--- config.mk ---
export PLATFORM = sky130hd
export DESIGN_NAME = mux_serializer_8_flat
export DESIGN_NICKNAME = d
export VERILOG_FILES = /design/src/rtl/mux_serializer_8_if.sv /design/src/rtl/mux_serializer_8.sv /design/src/flat_wrapper.sv
export SDC_FILE = /design/constraint.sdc
export NUM_CORES = 1
export LEC_CHECK = 0
export CORE_MARGIN = 2
export CORE_UTILIZATION = 46
export CTS_CLUSTER_SIZE = 25
export DETAILED_ROUTE_END_ITERATION = 8
export PLACE_DENSITY_LB_ADDON = 0.12
export REMOVE_ABC_BUFFERS = 1
export SYNTH_ARGS = -nofsm -noshare
export SYNTH_HDL_FRONTEND = slang
export SYNTH_SLANG_ARGS = --single-unit
--- constraint.sdc ---
create_clock -name clk -period 1.7 [get_ports clk]
set_input_delay 0.255 -clock clk [delete_from_list [all_inputs] [get_ports clk]]
set_output_delay 0.255 -clock clk [all_outputs]
set_load 0.05 [all_outputs]
--- src/rtl/mux_serializer_8_if.sv ---
// Handshake and serial-stream bundle for mux_serializer_8.
//   a         : parallel data word (upstream -> serializer)
//   in_valid  : a is valid (upstream -> serializer)
//   in_ready  : serializer can accept a word
//   sel       : index of the bit currently on y
//   y         : serial data bit
//   y_valid   : y carries a valid bit
//   last      : y carries the final bit of the word
//   busy      : a word is being serialized
// master = upstream word source, slave = the serializer itself.
interface mux_serializer_8_if;
  logic [7:0] a;
  logic       in_valid;
  logic       in_ready;
  logic [2:0] sel;
  logic       y;
  logic       y_valid;
  logic       last;
  logic       busy;

  modport master (
    output a, in_valid,
    input  in_ready, sel, y, y_valid, last, busy
  );

  modport slave (
    input  a, in_valid,
    output in_ready, sel, y, y_valid, last, busy
  );
endinterface

--- src/rtl/mux_serializer_8.sv ---
// Sequencer feeding an 8-to-1 mux datapath: latches an 8-bit word on a valid/ready
// handshake and walks a 3-bit select through all 8 positions, holding each bit on y
// for BIT_CYC clocks. All outputs are registered.
// Ports:
//   clk  : rising-edge clock
//   rst  : asynchronous active-high reset
//   bus  : mux_serializer_8_if.slave (a, in_valid in; in_ready, sel, y, y_valid,
//          last, busy out)
// Parameters:
//   BIT_CYC   : clocks per bit (>= 1)
//   MSB_FIRST : 0 -> sel counts 0..7, 1 -> sel counts 7..0
// Optional feature: define MUX_SER_PARITY_EN to append an even-parity bit after the
// eighth data bit (last then marks the parity bit).
module mux_serializer_8 #(
  parameter int unsigned BIT_CYC   = 1,
  parameter bit          MSB_FIRST = 1'b0
) (
  input  logic          clk,
  input  logic          rst,
  mux_serializer_8_if.slave bus
);

  localparam int unsigned CntW     = (BIT_CYC > 1) ? $clog2(BIT_CYC) : 1;
  localparam logic [CntW-1:0] CntMax = CntW'(BIT_CYC - 1);
  localparam logic [2:0] SelFirst  = MSB_FIRST ? 3'd7 : 3'd0;
  localparam logic [2:0] SelLast   = MSB_FIRST ? 3'd0 : 3'd7;

`ifdef MUX_SER_PARITY_EN
  typedef enum logic [1:0] {StIdle, StShift, StPar} state_e;
`else
  typedef enum logic [1:0] {StIdle, StShift} state_e;
`endif

  state_e          state_q, state_d;
  logic [CntW-1:0] cnt_q, cnt_d;
  logic [2:0]      sel_q, sel_d, sel_nxt;
  logic [7:0]      data_q, data_d;
  logic            y_q, y_d;
  logic            y_valid_q, y_valid_d;
  logic            last_q, last_d;
  logic            busy_q, busy_d;
  logic            in_ready_q, in_ready_d;

  always_ff @(posedge clk or posedge rst) begin
    if (rst) begin
      state_q    <= StIdle;
      cnt_q      <= '0;
      sel_q      <= SelFirst;
      data_q     <= '0;
      y_q        <= 1'b0;
      y_valid_q  <= 1'b0;
      last_q     <= 1'b0;
      busy_q     <= 1'b0;
      in_ready_q <= 1'b1;
    end else begin
      state_q    <= state_d;
      cnt_q      <= cnt_d;
      sel_q      <= sel_d;
      data_q     <= data_d;
      y_q        <= y_d;
      y_valid_q  <= y_valid_d;
      last_q     <= last_d;
      busy_q     <= busy_d;
      in_ready_q <= in_ready_d;
    end
  end

  always_comb begin
    state_d    = state_q;
    cnt_d      = cnt_q;
    sel_d      = sel_q;
    data_d     = data_q;
    y_d        = y_q;
    y_valid_d  = y_valid_q;
    last_d     = last_q;
    busy_d     = busy_q;
    in_ready_d = in_ready_q;
    sel_nxt    = MSB_FIRST ? (sel_q - 3'd1) : (sel_q + 3'd1);

    unique case (state_q)
      StIdle: begin
        // in_ready is always high in idle, so in_valid alone accepts.
        if (bus.in_valid) begin
          state_d    = StShift;
          data_d     = bus.a;
          cnt_d      = '0;
          sel_d      = SelFirst;
          y_d        = bus.a[SelFirst];
          y_valid_d  = 1'b1;
          last_d     = 1'b0;
          busy_d     = 1'b1;
          in_ready_d = 1'b0;
        end
      end
      StShift: begin
        if (cnt_q != CntMax) begin
          cnt_d = cnt_q + 1'b1;
        end else begin
          cnt_d = '0;
          if (sel_q != SelLast) begin
            sel_d = sel_nxt;
            y_d   = data_q[sel_nxt];
`ifdef MUX_SER_PARITY_EN
            last_d = 1'b0;
`else
            last_d = (sel_nxt == SelLast);
`endif
          end else begin
`ifdef MUX_SER_PARITY_EN
            // sel stays on the final data index during the parity period.
            state_d = StPar;
            y_d     = ^data_q;
            last_d  = 1'b1;
`else
            state_d    = StIdle;
            sel_d      = SelFirst;
            y_d        = 1'b0;
            y_valid_d  = 1'b0;
            last_d     = 1'b0;
            busy_d     = 1'b0;
            in_ready_d = 1'b1;
`endif
          end
        end
      end
`ifdef MUX_SER_PARITY_EN
      StPar: begin
        if (cnt_q != CntMax) begin
          cnt_d = cnt_q + 1'b1;
        end else begin
          cnt_d      = '0;
          state_d    = StIdle;
          sel_d      = SelFirst;
          y_d        = 1'b0;
          y_valid_d  = 1'b0;
          last_d     = 1'b0;
          busy_d     = 1'b0;
          in_ready_d = 1'b1;
        end
      end
`endif
      default: state_d = StIdle;
    endcase
  end

  assign bus.in_ready = in_ready_q;
  assign bus.sel      = sel_q;
  assign bus.y        = y_q;
  assign bus.y_valid  = y_valid_q;
  assign bus.last     = last_q;
  assign bus.busy     = busy_q;

endmodule

--- src/flat_wrapper.sv ---
// flat-port wrapper written by rule: the top's interface ports become plain ports
module mux_serializer_8_flat 
#(
  parameter int unsigned BIT_CYC   = 1,
  parameter bit          MSB_FIRST = 1'b0
)
  (clk, rst, bus_a, bus_in_valid, bus_in_ready, bus_sel, bus_y, bus_y_valid, bus_last, bus_busy);
  mux_serializer_8_if bus_i ();
  input  logic clk;
  input  logic rst;
  input wire logic [$bits(bus_i.a)-1:0] bus_a;
  input wire logic [$bits(bus_i.in_valid)-1:0] bus_in_valid;
  output wire logic [$bits(bus_i.in_ready)-1:0] bus_in_ready;
  output wire logic [$bits(bus_i.sel)-1:0] bus_sel;
  output wire logic [$bits(bus_i.y)-1:0] bus_y;
  output wire logic [$bits(bus_i.y_valid)-1:0] bus_y_valid;
  output wire logic [$bits(bus_i.last)-1:0] bus_last;
  output wire logic [$bits(bus_i.busy)-1:0] bus_busy;
  assign bus_i.a = bus_a;
  assign bus_i.in_valid = bus_in_valid;
  assign bus_in_ready = bus_i.in_ready;
  assign bus_sel = bus_i.sel;
  assign bus_y = bus_i.y;
  assign bus_y_valid = bus_i.y_valid;
  assign bus_last = bus_i.last;
  assign bus_busy = bus_i.busy;
  mux_serializer_8 #(.BIT_CYC(BIT_CYC), .MSB_FIRST(MSB_FIRST)) u_core (.clk(clk), .rst(rst), .bus(bus_i));
endmodule
### After elaboration in Yosys (flattened, before gate mapping)

Index checks and enable logic that the tools add are counted.

* register bits: 18
* output and inout bits: 8
* word-level logic and storage cells: 51

* add/sub/neg operators: 2
* magnitude comparators: 1
* equality and inequality tests: 6
* muxes and demuxes: 27
* reductions and logical operators: 7

Operators with widths (count)
* 1-bit two-way mux: 13
* 1-bit case mux with 2 select lines: 5
* 3-bit two-way mux: 3
* 2-bit two-way mux: 3
* 2-bit != test (second input constant): 3
* 3-bit case mux with 2 select lines: 1
* 3-bit AND reduction: 2
* 3-bit by 4-bit less-than comparator with 1-bit output (second input constant): 1
* 2-bit case mux with 2 select lines: 1
* 2-bit AND reduction: 2
* 4-bit AND reduction: 1
* 3-bit by 1-bit adder with 3-bit output (second input constant): 1
* 1-bit binary-select mux with 3-bit select: 1
* 3-bit equality test (second input constant): 1
* 3-bit != test (second input constant): 1
* 2-bit by 1-bit equality test with 1-bit output (second input constant): 1
* 2-bit logical NOT: 1
* 2-bit nonzero test: 1
* 1-bit adder (second input constant): 1

### Longest topological paths before layout

Gate-level depths: netlist of run 1.

* word-level depth: 6
* depth in mapped cells: 6
* gate-level depth less buffers: 5

### Worst setup path before layout of run 1

No wires, ideal clock.

* kind: reg2reg
* from: register u_core.sel_q[0] (netlist: u_core.bus.sel[0])
* to: register u_core.y_q (netlist: u_core.bus.y)
* setup time: 0.130 ns
* data arrival time: 1.657 ns
* required time: 1.570 ns
* slack: -0.087 ns
* cell stages (with the launch flop): 7
* path buffers: 1
* path through: dfrtp_1 -> buf_6 -> inv_1 -> ha_1 -> mux4_2 -> nor2b_1 -> o32ai_1

* cells in the longest elaborated chain, start to end: 6

Ends and longest elaborated chain
* from (decl): line mux_serializer_8.sv:36 `logic [2:0] sel_q, sel_d, sel_nxt;`
* from (signal assigned): line mux_serializer_8.sv:48 `sel_q <= SelFirst;`
* from (signal assigned): line mux_serializer_8.sv:58 `sel_q <= sel_d;`
* 3-bit by 1-bit adder with 3-bit output: line mux_serializer_8.sv:78 `sel_nxt = MSB_FIRST ? (sel_q - 3'd1) : (sel_q + 3'd1);`
* 1-bit binary-select mux with 3-bit select: line mux_serializer_8.sv:102 `y_d = data_q[sel_nxt];`
* 1-bit two-way mux (not written as such): line mux_serializer_8.sv:102
* 1-bit two-way mux *: line mux_serializer_8.sv:100 `if (sel_q != SelLast) begin`
* 1-bit two-way mux *: line mux_serializer_8.sv:96 `if (cnt_q != CntMax) begin`
* 1-bit case mux with 2 select lines *: line mux_serializer_8.sv:80 `unique case (state_q)`
* to (signal assigned): line mux_serializer_8.sv:60 `y_q <= y_d;`
* to (decl): line mux_serializer_8.sv:38 `logic y_q, y_d;`

Mark *: on every way between the ends. The rest lies on a longest branch, timed or not. The select of a mux whose other input is x is not followed.
A chain may end at the register's enable or synchronous reset.

### Worst setup path in the final report of run 1

Ends and elaborated chain as after synthesis.

==> results.py, run 1 <==
metrics = {
    "status": {
        "outcome": "finished clean",
    },
    "final_layout": {
        "finalInstanceArea_um2": 926,
        "layout.nets": 95,
        "flow.area_growth_from_synthesis_pct": 29.1,
        "post_layout_util": 0.622,
        "final_cell_count_no_fill": 96,
        "layout_cell_share_with_drive_strength_beyond_1": 0.338,
        "insertedDiodeCount": 0,
    },
    "power_and_ir_drop": {
        "seqPwrFrac": 0.348,
        "internal_power_uw": 1090,
        "vdd.ir_drop.worst_v": 0.000749,
        "swShare": 0.430,
        "p_per_area_mw_per_mm2": 2080,
        "netSwitchingPower_uw": 827,
        "fin_total_pwr_uw": 1920,
        "power.share.combinational": 0.543,
        "leakage_uw": 0.000436,
        "share_clk_of_total_power": 0.109,
    },
    "timing": {
        "slew_viol_final": 0,
        "setup_violations": 0,
        "final_min_period_over_clock_period": 0.888,
        "setup_total_negative_slack_ns": 0,
        "slew_headroom": 0.613,
        "final-hold-violation-count": 0,
        "timing.fmax_mhz": 663,
        "rsz_0062_raised_after_global_routing": "false",
        "post_layout_minimum_cycle_time_ns": 1.51,
        "timing_worst_slew_pin_value_ns": 0.580,
        "final.setup_skew_ns": 0.00843,
    },
    "critical_path": {
        "largest_fanout_on_the_critical_path": 5,
        "crit_required_ns": 1.90,
        "worst_ep_arrival_time_ns": 1.71,
        "start_kind": "flop",
        "crit_path_end_kind": "flop",
        "critPathKind": "reg -> reg",
    },
    "clocking": {
        "ctsHtreeMaxLevel": 1,
        "cts_buf_count": 3,
        "clock_sinks": 15,
        "clock_latency_on_the_worst_skew_pair_ns": 0.29,
        "cts_tree": "built",
        "cts_root_buffer": "sky130_fd_sc_hd__clkbuf_4",
        "clk_path_buf_depth": 2,
        "cts_hold_repair.buffers": 0,
        "path_clk_slew_ns": 0.10,
        "post_cts_buffers": 0,
        "cts-resized-gates": 0,
    },
    "global_routing": {
        "grt_pass1_wl_um": 2040,
        "groute.usage.overall": 0.152,
        "grt_pass1_vias": 514,
        "largest_net_degree_at_the_start_of_global_routing": 16,
        "antenna_found_initial": 0,
        "globalRouteOverflowTotal": 0,
    },
    "floorplanning": {
        "placement_rows": 14,
        "die_y_um": 43.5,
        "core_area_mm2": 0.00149,
        "area_enclosed_by_the_die_boundary_mm2": 0.00189,
        "top_level_ports": 19,
        "floorplan.initialDensity": 0.482,
        "floorplan.die.width_um": 43.5,
    },
    "detailed_routing": {
        "post_drt_via_cell_ratio": 5.32,
        "routed_wirelength_um": 1250,
        "drt-pass1-iter-count": 3,
        "post-route-drc-count": 0,
        "final_antenna_net_count": 0,
        "routedWlPerCell_um": 13.0,
        "initial_detailed_routing_violation_count": 1,
        "dr_total_vias": 511,
    },
    "logic_synthesis": {
        "yosys_register_bits": 15,
        "number_of_warnings_printed_during_yosys_synthesis": 0,
        "synth-edff-count": 0,
        "synth-async-reset-ratio": 1.00,
        "synthCells": 58,
        "sequential_to_total_area_share_from_yosys_stat": 0.525,
        "synth.distinct_cells": 20,
        "netlist_area_before_placement_um2": 717,
        "synth_top_flop_cell": "sky130_fd_sc_hd__dfrtp_1",
        "avgSynthCellArea_um2": 12.4,
    },
    "place": {
        "detailed_place.area_um2": 898,
        "place.detailed.hpwl_um": 959,
        "numPortBuffers": 18,
        "place.detailed.instances": 92,
        "gp_routability_congestion": 0.745,
    },
    "job": {
        "max-cap-violations": 0,
    },
    "min_path": {
        "min_path_type": "in -> async",
    },
}
[synthesized netlist by cell type (all sizes together) (2+ instances only)]
| master | number | area share |
|---|---|---|
| buf | 3 | 0.033 |
| dfrtp | 14 | 0.49 |
| ha | 3 | 0.052 |
| inv | 4 | 0.021 |
| mux2 | 9 | 0.14 |
| mux2i | 2 | 0.028 |
| nand2 | 4 | 0.021 |
| nand2b | 3 | 0.026 |
| nor2 | 2 | 0.010 |
| nor2b | 2 | 0.017 |
| o21ai | 4 | 0.028 |
| o32ai | 2 | 0.024 |
[power groups by stage]
stage,logic (uW),registers (uW),clock network [uW]
5_1_grt,1130,694,227
3_3_place_gp,1040,671,0
3_5_place_dp,1050,681,0
2_1_floorplan,448,959,0
6_report,1040,668,209
4_1_cts,1060,672,216
[path summary, 6_finish.rpt]
kind / from / to / slack (ns) / cells past startpoint
min in group clk: u_core.bus.in_ready$_DFFE_PP1P_ / u_core.bus.in_ready$_DFFE_PP1P_ / 0.48 / 2
min: rst / u_core.data_q[6]$_DFFE_PP0P_ / 0.31 / 2
min reg2reg: u_core.bus.in_ready$_DFFE_PP1P_ / u_core.bus.in_ready$_DFFE_PP1P_ / 0.48 / 2
max: u_core.bus.sel[0]$_DFFE_PP0P_ / u_core.bus.y$_DFFE_PP0P_ / 0.19 / 5
max in group asynchronous: rst / u_core.bus.in_ready$_DFFE_PP1P_ / 1.01 / 2
max reg2reg: u_core.bus.sel[0]$_DFFE_PP0P_ / u_core.bus.y$_DFFE_PP0P_ / 0.19 / 5
[cells by family after synthesis]
logic type / Yosys count / synth area share
fa+ha+maj: 3 / 0.0524
compound gates: 7 / 0.0628
flops: 15 / 0.525
simple gates: 13 / 0.0977
buf+inv: 8 / 0.0611
mux: 12 / 0.201
[layout by cell type, fill, tap and decap left out]
cell type	count
sky130_fd_sc_hd__mux4_2	1
sky130_fd_sc_hd__o32ai_1	2
sky130_fd_sc_hd__clkinv_2	1
sky130_fd_sc_hd__nand4b_1	1
sky130_fd_sc_hd__nor3b_1	1
sky130_fd_sc_hd__nor2b_1	2
sky130_fd_sc_hd__dfstp_2	1
sky130_fd_sc_hd__dfrtp_1	14
sky130_fd_sc_hd__inv_1	4
sky130_fd_sc_hd__clkbuf_4	3
sky130_fd_sc_hd__mux2_2	9
sky130_fd_sc_hd__clkdlybuf4s50_1	10
sky130_fd_sc_hd__ha_1	3
sky130_fd_sc_hd__a21o_1	1
sky130_fd_sc_hd__mux2i_1	2
sky130_fd_sc_hd__nand2b_1	3
sky130_fd_sc_hd__nand2_1	4
sky130_fd_sc_hd__o21ai_0	4
sky130_fd_sc_hd__buf_4	12
sky130_fd_sc_hd__nor2_1	2
[final cells by class]
| class | count | area [um^2] |
|---|---|---|
| Fill cell | 131 | 563 |
| Inverter | 4 | 15.0 |
| Tap cell | 16 | 20.0 |
| Timing Repair Buffer | 22 | 190 |
| Clock buffer | 3 | 22.5 |
| Sequential cell | 15 | 377 |
| Multi-Input combinational cell | 35 | 297 |
| Clock inverter | 1 | 5.00 |
[sequential cells by signal, summed over array words and instances (netlist names)]
| signal | count |
|---|---|
| u_core.bus.y | 1 |
| u_core.bus.last | 1 |
| u_core.bus.sel | 3 |
| u_core.bus.busy | 1 |
| u_core.bus.in_ready | 1 |
| u_core.data_q | 8 |
[stage by stage]
step                setup slack, ns  hold WS, ns
floorplan                    -0.196        0.156
global placement              0.173        0.455
detailed placement            0.193        0.472
CTS                           0.186        0.329
global route                 0.0637        0.388
finish                        0.191        0.308
[routing by layer]
layer,global-route usage,part of all wire,up-vias
met2,0.239,0.47,18
met4,0.121,0.034,0
met5,0,0,-
li1,-,-,241
met1,0.182,0.45,246
met3,0.0250,0.045,6
[worst max-delay path: stages, from the launching register on]
cell and delay [ns]:
sky130_fd_sc_hd__dfrtp_1 0.43, sky130_fd_sc_hd__ha_1 0.21, sky130_fd_sc_hd__ha_1 0.35, sky130_fd_sc_hd__nor2_1 0.07, sky130_fd_sc_hd__a21o_1 0.15, sky130_fd_sc_hd__o32ai_1 0.21
Power figures use the tool's default switching activity.
==> run 2, diff against run 1 <==
--- a/config.mk
+++ b/config.mk
@@ -5,6 +5,7 @@
 export SDC_FILE = /design/constraint.sdc
 export NUM_CORES = 1
 export LEC_CHECK = 0
+export ABC_AREA = 0
 export CORE_MARGIN = 2
 export CORE_UTILIZATION = 46
 export CTS_CLUSTER_SIZE = 25
==> constraint.sdc (replaced) <==
create_clock -name clk -period 1.6 [get_ports clk]
set_input_delay 0.24 -clock clk [delete_from_list [all_inputs] [get_ports clk]]
set_output_delay 0.24 -clock clk [all_outputs]
set_load 0.05 [all_outputs]
==> run 2 against run 1 <==
Sequential power grew 4.0%. Worst hold slack lost 0.011 ns. Final cell count grew 1.0%. Via count shrank 1.4%. Flip-flop and latch count is the same. Critical path depth is the same. Register-to-register slack lost 0.04 ns. Combinational power grew 26%. Non-clock buffer count grew 1. Critical endpoint unchanged. Highest routed layer unchanged.
==> results.py, run 2 (synthesis results as in run 1) <==
metrics = {
    "global_routing": {
        "groute.usage.overall": 0.168,
        "antenna_found_initial": 0,
        "largest_net_degree_at_the_start_of_global_routing": 16,
        "globalRouteOverflowTotal": 0,
        "grt_pass1_vias": 507,
        "grt_pass1_wl_um": 2240,
    },
    "power_and_ir_drop": {
        "vdd.ir_drop.worst_v": 0.00117,
        "leakage_uw": 0.000457,
        "p_per_area_mw_per_mm2": 2230,
    },
    "clocking": {
        "cts_root_buffer": "sky130_fd_sc_hd__clkbuf_4",
        "path_clk_slew_ns": 0.09,
        "ctsHtreeMaxLevel": 1,
        "clock_latency_on_the_worst_skew_pair_ns": 0.28,
        "cts-resized-gates": 0,
        "post_cts_buffers": 0,
        "cts_hold_repair.buffers": 0,
        "cts_buf_count": 3,
        "clock_sinks": 15,
        "cts_tree": "built",
        "clk_path_buf_depth": 2,
    },
    "timing": {
        "final-hold-violation-count": 0,
        "hold_ws_ns": 0.297,
        "slew_viol_final": 0,
        "timing.fmax_mhz": 691,
        "post_layout_minimum_cycle_time_ns": 1.45,
        "setup_total_negative_slack_ns": 0,
        "timing_worst_slew_pin_value_ns": 0.561,
        "setup_violations": 0,
        "final_min_period_over_clock_period": 0.904,
        "slew_headroom": 0.625,
        "final.setup_skew_ns": 0.00706,
        "final.setup.worst_slack_ns": 0.153,
        "rsz_0062_raised_after_global_routing": "false",
    },
    "final_layout": {
        "insertedDiodeCount": 0,
        "flow.area_growth_from_synthesis_pct": 38.7,
        "sequential_cell_area_um2": 377,
        "largest_reg_flops": 8,
        "layout_cell_share_with_drive_strength_beyond_1": 0.346,
        "num-fill-cells": 116,
        "largest_register": "u_core.data_q",
        "finalInstanceArea_um2": 995,
        "multi_input_comb_area_um2": 309,
        "layout.cells.most_common": "sky130_fd_sc_hd__dfrtp_1",
        "final_cell_mix": "14 x sky130_fd_sc_hd__dfrtp_1, 10 x sky130_fd_sc_hd__clkdlybuf4s50_1, 9 x sky130_fd_sc_hd__mux2_2, 9 x sky130_fd_sc_hd__buf_4",
        "layout.nets": 96,
    },
    "place": {
        "gp_routability_congestion": 0.746,
        "numPortBuffers": 18,
        "detailed_place.area_um2": 956,
        "place.detailed.hpwl_um": 911,
        "dp_slack_ns": 0.0786,
    },
    "detailed_routing": {
        "m1WireLength_um": 542,
        "final_antenna_net_count": 0,
        "routed_wirelength_um": 1220,
        "routedWlPerCell_um": 12.5,
        "dr_total_vias": 504,
        "post_drt_via_cell_ratio": 5.20,
        "wl_met3_um": 57,
        "post-route-drc-count": 0,
        "route.top_layer_used": "met4",
        "drt-pass1-iter-count": 4,
        "initial_detailed_routing_violation_count": 3,
        "met2_length_um": 597,
    },
    "job": {
        "max-cap-violations": 0,
    },
    "critical_path": {
        "worst_path_bufs_invs": 0,
        "crit_required_ns": 1.79,
        "critPathMaxStageDelay_ns": 0.43,
        "critPathKind": "reg -> reg",
        "crit_path_end_kind": "flop",
        "kind_of_cell_adding_the_most_delay_to_the_critical_path": "adder cells",
        "largest_fanout_on_the_critical_path": 5,
        "worst_ep_arrival_time_ns": 1.64,
        "slowest_cell_on_the_critical_path": "sky130_fd_sc_hd__dfrtp_1",
        "critical_path.cell_chain": "ha_1, ha_4, nor2_1, a21o_1, o32ai_1",
        "start_kind": "flop",
    },
    "floorplanning": {
        "placement_rows": 14,
        "top_level_ports": 19,
        "core_area_mm2": 0.00149,
        "floorplan.initialDensity": 0.482,
        "area_enclosed_by_the_die_boundary_mm2": 0.00189,
        "die_y_um": 43.5,
        "floorplan.die.width_um": 43.5,
    },
    "status": {
        "outcome": "finished clean",
    },
    "min_path": {
        "min_path_type": "in -> async",
    },
}
## run 2: changes by cell type in the layout (fill, tap and decap cells not counted), sizes merged
cell	delta
buf	+1
clkbuf	+1
clkinv	-1
## run 2: cell type report
type,instances,area share
clock buffers,4,0.0264
inverters,4,0.0151
multi-input cells,35,0.311
flip-flops and latches,15,0.379
well taps,16,0.0201
repair buffers,23,0.249
## run 2: worst register-to-register path, stage by stage, from the launching register on
cell	delay, ns
sky130_fd_sc_hd__dfrtp_1	0.43
sky130_fd_sc_hd__ha_1	0.23
sky130_fd_sc_hd__ha_4	0.30
sky130_fd_sc_hd__nor2_1	0.05
sky130_fd_sc_hd__a21o_1	0.15
sky130_fd_sc_hd__o32ai_1	0.20
## run 2: final timing paths
| check | start | end | slack (ns) | depth (start not counted) |
|---|---|---|---|---|
| max | u_core.bus.sel[1]$_DFFE_PP0P_ | u_core.bus.y$_DFFE_PP0P_ | 0.15 | 5 |
| min | rst | u_core.data_q[0]$_DFFE_PP0P_ | 0.30 | 2 |
| max reg2reg | u_core.bus.sel[1]$_DFFE_PP0P_ | u_core.bus.y$_DFFE_PP0P_ | 0.15 | 5 |
| min reg2reg | u_core.bus.last$_DFFE_PP0P_ | u_core.bus.last$_DFFE_PP0P_ | 0.47 | 2 |
| max in group asynchronous | rst | u_core.bus.in_ready$_DFFE_PP1P_ | 0.93 | 2 |
| min in group clk | u_core.bus.last$_DFFE_PP0P_ | u_core.bus.last$_DFFE_PP0P_ | 0.47 | 2 |
## run 2: routing by layer
metal  global-route usage  vias to the layer above
met5                    0                        -
met4               0.0909                        0
met3               0.0667                        2
met2                0.269                       16
met1                0.192                      240
li1                     -                      246
## run 2: power by group
part | internal [uW] | switching (uW)
registers | 577 | 118
logic | 645 | 668
clock network | 96.9 | 117
## run 2: per-stage QoR
stage,cells,total power [uW],utilization
6_report,97,2220,0.668
5_1_grt,97,2400,0.668
4_1_cts,97,2210,0.660
3_5_place_dp,93,1990,0.642
3_3_place_gp,93,1970,0.642
2_1_floorplan,54,1490,-
==> run 3, diff against run 2 <==
--- a/config.mk
+++ b/config.mk
@@ -10,8 +10,8 @@
 export CORE_UTILIZATION = 46
 export CTS_CLUSTER_SIZE = 25
 export DETAILED_ROUTE_END_ITERATION = 8
+export GPL_TIMING_DRIVEN = 0
 export PLACE_DENSITY_LB_ADDON = 0.12
-export REMOVE_ABC_BUFFERS = 1
 export SYNTH_ARGS = -nofsm -noshare
 export SYNTH_HDL_FRONTEND = slang
 export SYNTH_SLANG_ARGS = --single-unit
==> run 3 against run 2 <==
Core utilization decreased by 2.2 points. Routed wire length decreased by 2.1%. Combinational power decreased by 9.9%. Worst setup slack got worse by 0.10 ns. Total power decreased by 6.1%. Flip-flop and latch count unchanged. Non-clock buffer count decreased by 1. Global-route usage decreased by 1.5 points. Die area unchanged. Clock-buffer cell count unchanged. Fmax decreased by 6.7%. Critical path type is now reg -> out.
==> results.py, run 3 (synthesis results as in run 1) <==
metrics = {
    "global_routing": {
        "grt_pass1_wl_um": 2090,
        "antenna_found_initial": 0,
        "grt_pass1_vias": 493,
        "largest_net_degree_at_the_start_of_global_routing": 16,
        "groute.usage.overall": 0.152,
        "globalRouteOverflowTotal": 0,
    },
    "power_and_ir_drop": {
        "leakage_uw": 0.000438,
        "p_per_area_mw_per_mm2": 2170,
        "vdd.ir_drop.worst_v": 0.000991,
    },
    "detailed_routing": {
        "final_antenna_net_count": 0,
        "dr_total_vias": 502,
        "routed_wirelength_um": 1190,
        "routedWlPerCell_um": 12.4,
        "post_drt_via_cell_ratio": 5.23,
        "initial_detailed_routing_violation_count": 3,
        "post-route-drc-count": 0,
        "drt-pass1-iter-count": 3,
    },
    "min_path": {
        "min_path_type": "in -> async",
    },
    "timing": {
        "setup_violations": 0,
        "setup_total_negative_slack_ns": 0,
        "final.setup_skew_ns": 0.00222,
        "slew_headroom": 0.610,
        "final_min_period_over_clock_period": 0.969,
        "final.setup.worst_slack_ns": 0.0494,
        "slew_viol_final": 0,
        "timing.fmax_mhz": 645,
        "final-hold-violation-count": 0,
        "post_layout_minimum_cycle_time_ns": 1.55,
        "timing_worst_slew_pin_value_ns": 0.584,
    },
    "status": {
        "outcome": "finished clean",
    },
    "place": {
        "gp_routability_congestion": 0.746,
        "dp_slack_ns": -0.103,
        "detailed_place.area_um2": 932,
        "numPortBuffers": 18,
    },
    "final_layout": {
        "finalInstanceArea_um2": 962,
        "insertedDiodeCount": 0,
        "layout.nets": 95,
        "largest_register": "u_core.data_q",
        "final_cell_mix": "12 x sky130_fd_sc_hd__dfrtp_1, 10 x sky130_fd_sc_hd__clkdlybuf4s50_1, 9 x sky130_fd_sc_hd__mux2_2",
        "layout.cells.most_common": "sky130_fd_sc_hd__dfrtp_1",
        "flow.area_growth_from_synthesis_pct": 34.2,
        "layout_cell_share_with_drive_strength_beyond_1": 0.300,
        "largest_reg_flops": 8,
    },
    "critical_path": {
        "kind_of_cell_adding_the_most_delay_to_the_critical_path": "flip-flops",
        "critPathKind": "reg -> out",
        "slowest_cell_on_the_critical_path": "sky130_fd_sc_hd__dfstp_2",
        "critical_path.cell_chain": "clkdlybuf4s15_1",
        "worst_ep_arrival_time_ns": 1.31,
        "worst_path_bufs_invs": 1,
        "largest_fanout_on_the_critical_path": 3,
        "critPathMaxStageDelay_ns": 0.54,
        "start_kind": "flop",
        "crit_required_ns": 1.36,
        "crit_path_end_kind": "primary output",
    },
    "clocking": {
        "clk_path_buf_depth": 2,
        "cts_tree": "built",
        "cts_hold_repair.buffers": 0,
        "path_clk_slew_ns": 0.09,
        "post_cts_buffers": 0,
        "cts-resized-gates": 8,
        "clock_sinks": 15,
        "cts_root_buffer": "sky130_fd_sc_hd__clkbuf_4",
        "cts_buf_count": 3,
        "ctsHtreeMaxLevel": 1,
        "clock_latency_on_the_worst_skew_pair_ns": 0.28,
    },
    "floorplanning": {
        "area_enclosed_by_the_die_boundary_mm2": 0.00189,
        "top_level_ports": 19,
        "floorplan.initialDensity": 0.482,
        "die_y_um": 43.5,
        "core_area_mm2": 0.00149,
        "floorplan.die.width_um": 43.5,
        "placement_rows": 14,
    },
    "job": {
        "max-cap-violations": 0,
    },
    "logic_synthesis": {
        "postSynthNetCount": 72,
    },
}
[run 3: changes by cell type in the layout (fill, tap and decap cells not counted), moves of 2 or more]
cell                            before  now
sky130_fd_sc_hd__buf_4               9    1
sky130_fd_sc_hd__dlygate4sd2_1       0    7
sky130_fd_sc_hd__buf_12              4    0
sky130_fd_sc_hd__dfrtp_1            14   12
sky130_fd_sc_hd__dfrtp_2             0    2
[run 3: metal layers]
metal / wire, um / part of all wire / track usage
met5: 0 / 0 / 0
met1: 535 / 0.45 / 0.185
met2: 578 / 0.48 / 0.254
met4: 26 / 0.022 / 0.0909
met3: 52 / 0.044 / 0.0250
[run 3: final timing paths]
check	start	slack [ns]	end	depth (start not counted)
hold / removal	rst	0.31	u_core.bus.last$_DFFE_PP0P_	2
setup / recovery	u_core.bus.in_ready$_DFFE_PP1P_	0.05	bus_in_ready	1
min in group clk	u_core.bus.last$_DFFE_PP0P_	0.47	u_core.bus.last$_DFFE_PP0P_	2
setup reg to reg	u_core.bus.sel[1]$_DFFE_PP0P_	0.08	u_core.bus.y$_DFFE_PP0P_	5
hold reg to reg	u_core.bus.last$_DFFE_PP0P_	0.47	u_core.bus.last$_DFFE_PP0P_	2
max in group asynchronous	rst	0.88	u_core.bus.sel[1]$_DFFE_PP0P_	2
[run 3: stage by stage]
step           total power (uW)   util  hold WS [ns]  cells
3_3_place_gp               1880  0.626         0.454     92
5_1_grt                    2240  0.646         0.387     96
4_1_cts                    2060  0.637         0.329     96
3_5_place_dp               1910  0.626         0.464     92
6_report                   2090  0.646         0.310     96
2_1_floorplan              1590      -         0.141     58
[run 3: area by class of cell]
cell class / instances / area, um^2
Timing Repair Buffer: 18 / 171
Fill cell: 125 / 527
Multi-Input combinational cell: 35 / 322
Sequential cell: 15 / 379
Inverter: 4 / 15.0
Clock buffer: 4 / 26.3
Buffer: 4 / 28.8
Tap cell: 16 / 20.0
[run 3: power breakdown]
part	internal (uW)	switching, uW	leakage (uW)
clock network	96.8	120	0.0000150
registers	581	109	0.000175
logic	524	656	0.000248
total	1200	884	0.000438
